File: config.mk
export PLATFORM = sky130hd
export DESIGN_NAME = subseq_gen_flat
export DESIGN_NICKNAME = d
export VERILOG_FILES = /design/src/rtl/subseq_gen_if.sv /design/src/rtl/subseq_gen.sv /design/src/flat_wrapper.sv
export SDC_FILE = /design/constraint.sdc
export NUM_CORES = 1
export LEC_CHECK = 0
export ABC_CLOCK_PERIOD_IN_PS = 2700
export CORE_MARGIN = 4
export CORE_UTILIZATION = 40
export CTS_CLUSTER_SIZE = 28
export DETAILED_ROUTE_END_ITERATION = 6
export PLACE_DENSITY_LB_ADDON = 0.1
export SLEW_MARGIN = 40
export SYNTH_ARGS = -nofsm -noshare
export SYNTH_HDL_FRONTEND = slang
export SYNTH_SLANG_ARGS = --single-unit
File: constraint.sdc
create_clock -name clk -period 2.7 [get_ports clk]
set_input_delay 0.54 -clock clk [delete_from_list [all_inputs] [get_ports clk]]
set_output_delay 0.54 -clock clk [all_outputs]
set_load 0.01 [all_outputs]
File: src/rtl/subseq_gen_if.sv
// rtl/subseq_gen_if.sv - handshake and serial-output bundle for the subsequence pattern generator
`timescale 1ns/1ps
interface subseq_gen_if #(
    parameter int PAT_W = 8,
    parameter int LEN_W = 4,
    parameter int REP_W = 4
);
    logic             start;
    logic [PAT_W-1:0] pat;
    logic [LEN_W-1:0] pat_len;
    logic [REP_W-1:0] rep;
    logic             abort;
    logic             x;
    logic             ready;
    logic             busy;
    logic             done;
    logic [2:0]       state;

    modport master (
        output start, pat, pat_len, rep, abort,
        input  x, ready, busy, done, state
    );

    modport slave (
        input  start, pat, pat_len, rep, abort,
        output x, ready, busy, done, state
    );
endinterface

File: src/rtl/subseq_gen.sv
// rtl/subseq_gen.sv - MSB-first pattern serializer with repeat count; SUBSEQ_GEN_GAP_EN adds idle gaps between repeats
`timescale 1ns/1ps
module subseq_gen #(
    parameter int PAT_W   = 8,
    parameter int LEN_W   = 4,
    parameter int REP_W   = 4,
    parameter int GAP_LEN = 2
) (
    input  logic         clk,
    input  logic         rst,
    subseq_gen_if.slave  bus
);
    if (GAP_LEN < 1 || (2 ** LEN_W) <= PAT_W) begin : g_bad_params
        $error("subseq_gen: illegal parameter combination");
    end

    typedef enum logic [2:0] {
        IDLE  = 3'd0,
        SHIFT = 3'd1,
        GAP   = 3'd2,
        DONE  = 3'd3
    } state_t;

    state_t           st, st_d;
    logic [PAT_W-1:0] pat_q, pat_d, sh;
    logic [LEN_W-1:0] len_q, len_d, idx_q, idx_d, len_eff;
    logic [REP_W-1:0] rep_q, rep_d, rep_eff;
    logic             x_q, x_d;
`ifdef SUBSEQ_GEN_GAP_EN
    localparam int GAP_W = (GAP_LEN > 1) ? $clog2(GAP_LEN) : 1;
    logic [GAP_W-1:0] gap_q, gap_d;
`endif

    always_comb begin
        len_eff = (bus.pat_len == '0 || bus.pat_len > LEN_W'(PAT_W)) ? LEN_W'(PAT_W) : bus.pat_len;
        rep_eff = (bus.rep == '0) ? REP_W'(1) : bus.rep;
    end

    always_ff @(posedge clk) begin
        if (rst) st <= IDLE;
        else     st <= st_d;
    end

    // All next values come from here; x is the bit selected by the next index.
    always_comb begin
        st_d  = st;
        pat_d = pat_q;
        len_d = len_q;
        idx_d = idx_q;
        rep_d = rep_q;
        x_d   = 1'b0;
        sh    = '0;
`ifdef SUBSEQ_GEN_GAP_EN
        gap_d = gap_q;
`endif
        case (st)
            IDLE: begin
                if (bus.start) begin
                    pat_d = bus.pat;
                    len_d = len_eff;
                    idx_d = len_eff - LEN_W'(1);
                    rep_d = rep_eff;
                    sh    = bus.pat >> idx_d;
                    x_d   = sh[0];
                    st_d  = SHIFT;
                end
            end
            SHIFT: begin
                if (bus.abort) begin
                    st_d = IDLE;
                end else if (idx_q != '0) begin
                    idx_d = idx_q - LEN_W'(1);
                    sh    = pat_q >> idx_d;
                    x_d   = sh[0];
                end else if (rep_q > REP_W'(1)) begin
                    rep_d = rep_q - REP_W'(1);
                    idx_d = len_q - LEN_W'(1);
`ifdef SUBSEQ_GEN_GAP_EN
                    gap_d = '0;
                    st_d  = GAP;
`else
                    sh    = pat_q >> idx_d;
                    x_d   = sh[0];
`endif
                end else begin
                    st_d = DONE;
                end
            end
            GAP: begin
`ifdef SUBSEQ_GEN_GAP_EN
                if (bus.abort) begin
                    st_d = IDLE;
                end else if (gap_q == GAP_W'(GAP_LEN - 1)) begin
                    sh   = pat_q >> idx_q;
                    x_d  = sh[0];
                    st_d = SHIFT;
                end else begin
                    gap_d = gap_q + GAP_W'(1);
                end
`else
                st_d = IDLE;
`endif
            end
            DONE:    st_d = IDLE;
            default: st_d = IDLE;
        endcase
    end

    always_ff @(posedge clk) begin
        if (rst) begin
            pat_q <= '0;
            len_q <= '0;
            idx_q <= '0;
            rep_q <= '0;
            x_q   <= 1'b0;
`ifdef SUBSEQ_GEN_GAP_EN
            gap_q <= '0;
`endif
        end else begin
            pat_q <= pat_d;
            len_q <= len_d;
            idx_q <= idx_d;
            rep_q <= rep_d;
            x_q   <= x_d;
`ifdef SUBSEQ_GEN_GAP_EN
            gap_q <= gap_d;
`endif
        end
    end

    always_comb begin
        bus.x     = x_q;
        bus.ready = (st == IDLE);
        bus.busy  = (st == SHIFT) || (st == GAP);
        bus.done  = (st == DONE);
        bus.state = st;
    end
endmodule

File: src/flat_wrapper.sv
// flat-port wrapper written by rule: the top's interface ports become plain ports
module subseq_gen_flat 
#(
    parameter int PAT_W   = 8,
    parameter int LEN_W   = 4,
    parameter int REP_W   = 4,
    parameter int GAP_LEN = 2
)
  (clk, rst, bus_start, bus_pat, bus_pat_len, bus_rep, bus_abort, bus_x, bus_ready, bus_busy, bus_done, bus_state);
  subseq_gen_if #(.PAT_W(PAT_W), .LEN_W(LEN_W), .REP_W(REP_W)) bus_i ();
  input  logic clk;
  input  logic rst;
  input wire logic [$bits(bus_i.start)-1:0] bus_start;
  input wire logic [$bits(bus_i.pat)-1:0] bus_pat;
  input wire logic [$bits(bus_i.pat_len)-1:0] bus_pat_len;
  input wire logic [$bits(bus_i.rep)-1:0] bus_rep;
  input wire logic [$bits(bus_i.abort)-1:0] bus_abort;
  output wire logic [$bits(bus_i.x)-1:0] bus_x;
  output wire logic [$bits(bus_i.ready)-1:0] bus_ready;
  output wire logic [$bits(bus_i.busy)-1:0] bus_busy;
  output wire logic [$bits(bus_i.done)-1:0] bus_done;
  output wire logic [$bits(bus_i.state)-1:0] bus_state;
  assign bus_i.start = bus_start;
  assign bus_i.pat = bus_pat;
  assign bus_i.pat_len = bus_pat_len;
  assign bus_i.rep = bus_rep;
  assign bus_i.abort = bus_abort;
  assign bus_x = bus_i.x;
  assign bus_ready = bus_i.ready;
  assign bus_busy = bus_i.busy;
  assign bus_done = bus_i.done;
  assign bus_state = bus_i.state;
  subseq_gen #(.PAT_W(PAT_W), .LEN_W(LEN_W), .REP_W(REP_W), .GAP_LEN(GAP_LEN)) u_core (.clk(clk), .rst(rst), .bus(bus_i));
endmodule
==> flow_summary.ini <==
[outcome]
status = finished, final reports clean

[global_route]
grt_max_degree = 16
grt_pass1_vias = 1392
grt_usage_pct = 16.44
antenna_found_initial = 0
gr-total-overflow = 0
grt_pass1_wl_mm = 6.492

[detailed_routing]
via_per_inst = 5.389
routed-via-count = 1385
routed_wirelength_mm = 3.742
top_layer = met4
drt-pass1-iter-count = 2
initialDrtViolationCount = 44
wl_met1_mm = 1.634
ant_nets = 0
drc = 0
detail_route.wl_per_cell_microns = 14.56
dr_wl_met2_mm = 1.942
wl_met3_microns = 114

[critical_path]
crit_type = flop to primary output
crit_path_top_delay_cell = clkdlybuf4s50_1
worstPathCellList = inv_1 > ha_1 > clkdlybuf4s50_1
r2r_setup_slack_ns = 0.63
crit_family = buffers and inverters
slowest_delay_ns = 0.58
cp_data_required_time_ns = 2.16
critPathCaptureType = primary output
critical_path_arrival_ns = 1.59
critical_path_buf_inv_count = 2
cp_max_fo = 8
start_kind = flop

[final_layout]
stdcell_count = 257
layout-drive-gt1-share_pct = 8.134
diodes = 0
syn2layout_area_growth_pct = 22.03
nets = 237

[power]
ir_drop_mv = 0.3391
leakagePower_nw = 0.6773
powerDensity_mw_per_mm2 = 1004
power_mw = 1.845

[clocking]
hold_buffers = 0
root_buffer = clkbuf_8
post_cts_buffers = 0
cts_buffers = 3
cts-resized-gates = 0
h-tree-depth = 1
path_clk_slew_ns = 0.09
insertion_delay_ns = 0.28
clk_path_buf_depth = 2
cts_tree = done
clkSinkCount = 23

[timing]
hold_slack_ns = 0.4736
period_share_pct = 78.91
clock.fmax_ghz = 0.4694
setup_viol = 0
fin_crit_ns = 2.130
slew_headroom_pct = 64.80
finalHoldViolCount = 0
slew_viol_final = 0
rsz0062_at_grt = no
fin_tns_setup_ns = 0
worst_pin_slew_ns = 0.5264
clock_skew_ns = 0.006931

[floorplan]
fp.dieH_microns = 69.35
die_w_microns = 69.35
rows = 22
start_util_pct = 41.11
core_sq_mm = 0.003661
io-pin-count = 27
dieArea_sq_mm = 0.004809

[logic_synthesis]
synth_top_area_share_pct = 30.59
syn_avg_cell_area_sq_um = 8.006
ys_warn_count = 0
synthArstFlopShare_pct = 0
synth.yosys.seq_area_share_pct = 30.59
synth.area.top_cells = dfxtp_1 31%, a21oi_1 7.3%, nand2_1 6.2%
yosysTopAreaCell = dfxtp_1
synth_most_common_cell = nand2_1
ys.flop_type = dfxtp_1
synth_cell_type_count = 44
synth_enable_flop_cells = 0
synth_common_cells = 25 x nand2_1, 23 x dfxtp_1, 22 x a21oi_1, 11 x inv_1, 11 x nor2_1
syn_inst = 188
syn_area_sq_mm = 0.001505
ys_ff_latch = 23
syn-num-nets = 215

[run]
cap_violations = 0

[placed_design]
port_buffers = 25
hpwlAfterDp_mm = 2.890
place_congestion = 0.8363
dp.cells = 253

[hold_path]
min_path_type = flop to flop
[per-layer routing]
layer,track usage (%),up-vias
li1,-,704
met1,19.93,658
met2,29.13,17
met3,3.043,6
met4,5.206,0
met5,0,-
[cell type report]
type,instances,area [sq um]
clock buffers,3,41.29
clock inverters,1,5.005
fillers,371,1824
inverters,11,41.29
multi-input cells,143,955.9
flip-flops and latches,23,460.4
well taps,48,60.06
repair buffers,28,272.8
[report_power, final]
group / switching [mW] / total, mW / internal, mW
combinational: 0.584 / 1.09 / 0.505
sequential: 0.0941 / 0.532 / 0.438
clock: 0.120 / 0.223 / 0.103
[cell families after synthesis]
group,share of synthesized area (%)
AOI/OAI and AO/OA,19.70
buffers and inverters,5.902
muxes,9.975
and+or+nand+nor,25.44
other,0.2491
adders and majority gates,5.819
DFF,30.59
xor gates and xnor gates,2.328
[sequential cells by signal (all words and copies together) (netlist names)]
name / flops
u_core.bus.state: 2
u_core.rep_q: 4
u_core.idx_q: 4
u_core.len_q: 4
u_core.pat_q: 8
u_core.bus.x: 1
[placed cells by master, fill, tap and decap left out, types with 6 or more instances in the layout]
| master | n |
|---|---|
| o21ai_0 | 9 |
| dfxtp_1 | 23 |
| nand2_1 | 25 |
| a21oi_1 | 22 |
| clkdlybuf4s50_1 | 25 |
| nor3_1 | 10 |
| mux2i_1 | 6 |
| inv_1 | 11 |
| nor2_1 | 11 |
| nand2b_1 | 6 |
| ha_1 | 7 |
[tightest hold or removal path, cell delays in order, from the launching register on]
cell,delay [ns]
dfxtp_1,0.33
nand2_1,0.06
a21oi_1,0.05
[worst paths after layout]
kind                                                      to                             start  cells after the start
worst min register to register  u_core.rep_q[1]$_SDFFE_PP0P_      u_core.rep_q[1]$_SDFFE_PP0P_                      2
worst max-delay path                               bus_ready  u_core.bus.state[1]$_SDFFE_PP0P_                      3
worst min-delay path            u_core.rep_q[1]$_SDFFE_PP0P_      u_core.rep_q[1]$_SDFFE_PP0P_                      2
worst max register to register  u_core.idx_q[3]$_SDFFE_PP0P_      u_core.idx_q[0]$_SDFFE_PP0P_                      7
[through the flow]
step,instance area (sq um),utilization (%),setup WS (ns)
2_1_floorplan,1505,-,0.8524
3_3_place_gp,1790,48.91,0.5436
3_5_place_dp,1790,48.91,0.5120
4_1_cts,1837,50.17,0.5633
5_1_grt,1837,50.17,0.4605
6_report,1837,50.17,0.5695
No activity file was read; power rests on OpenSTA's default activity.
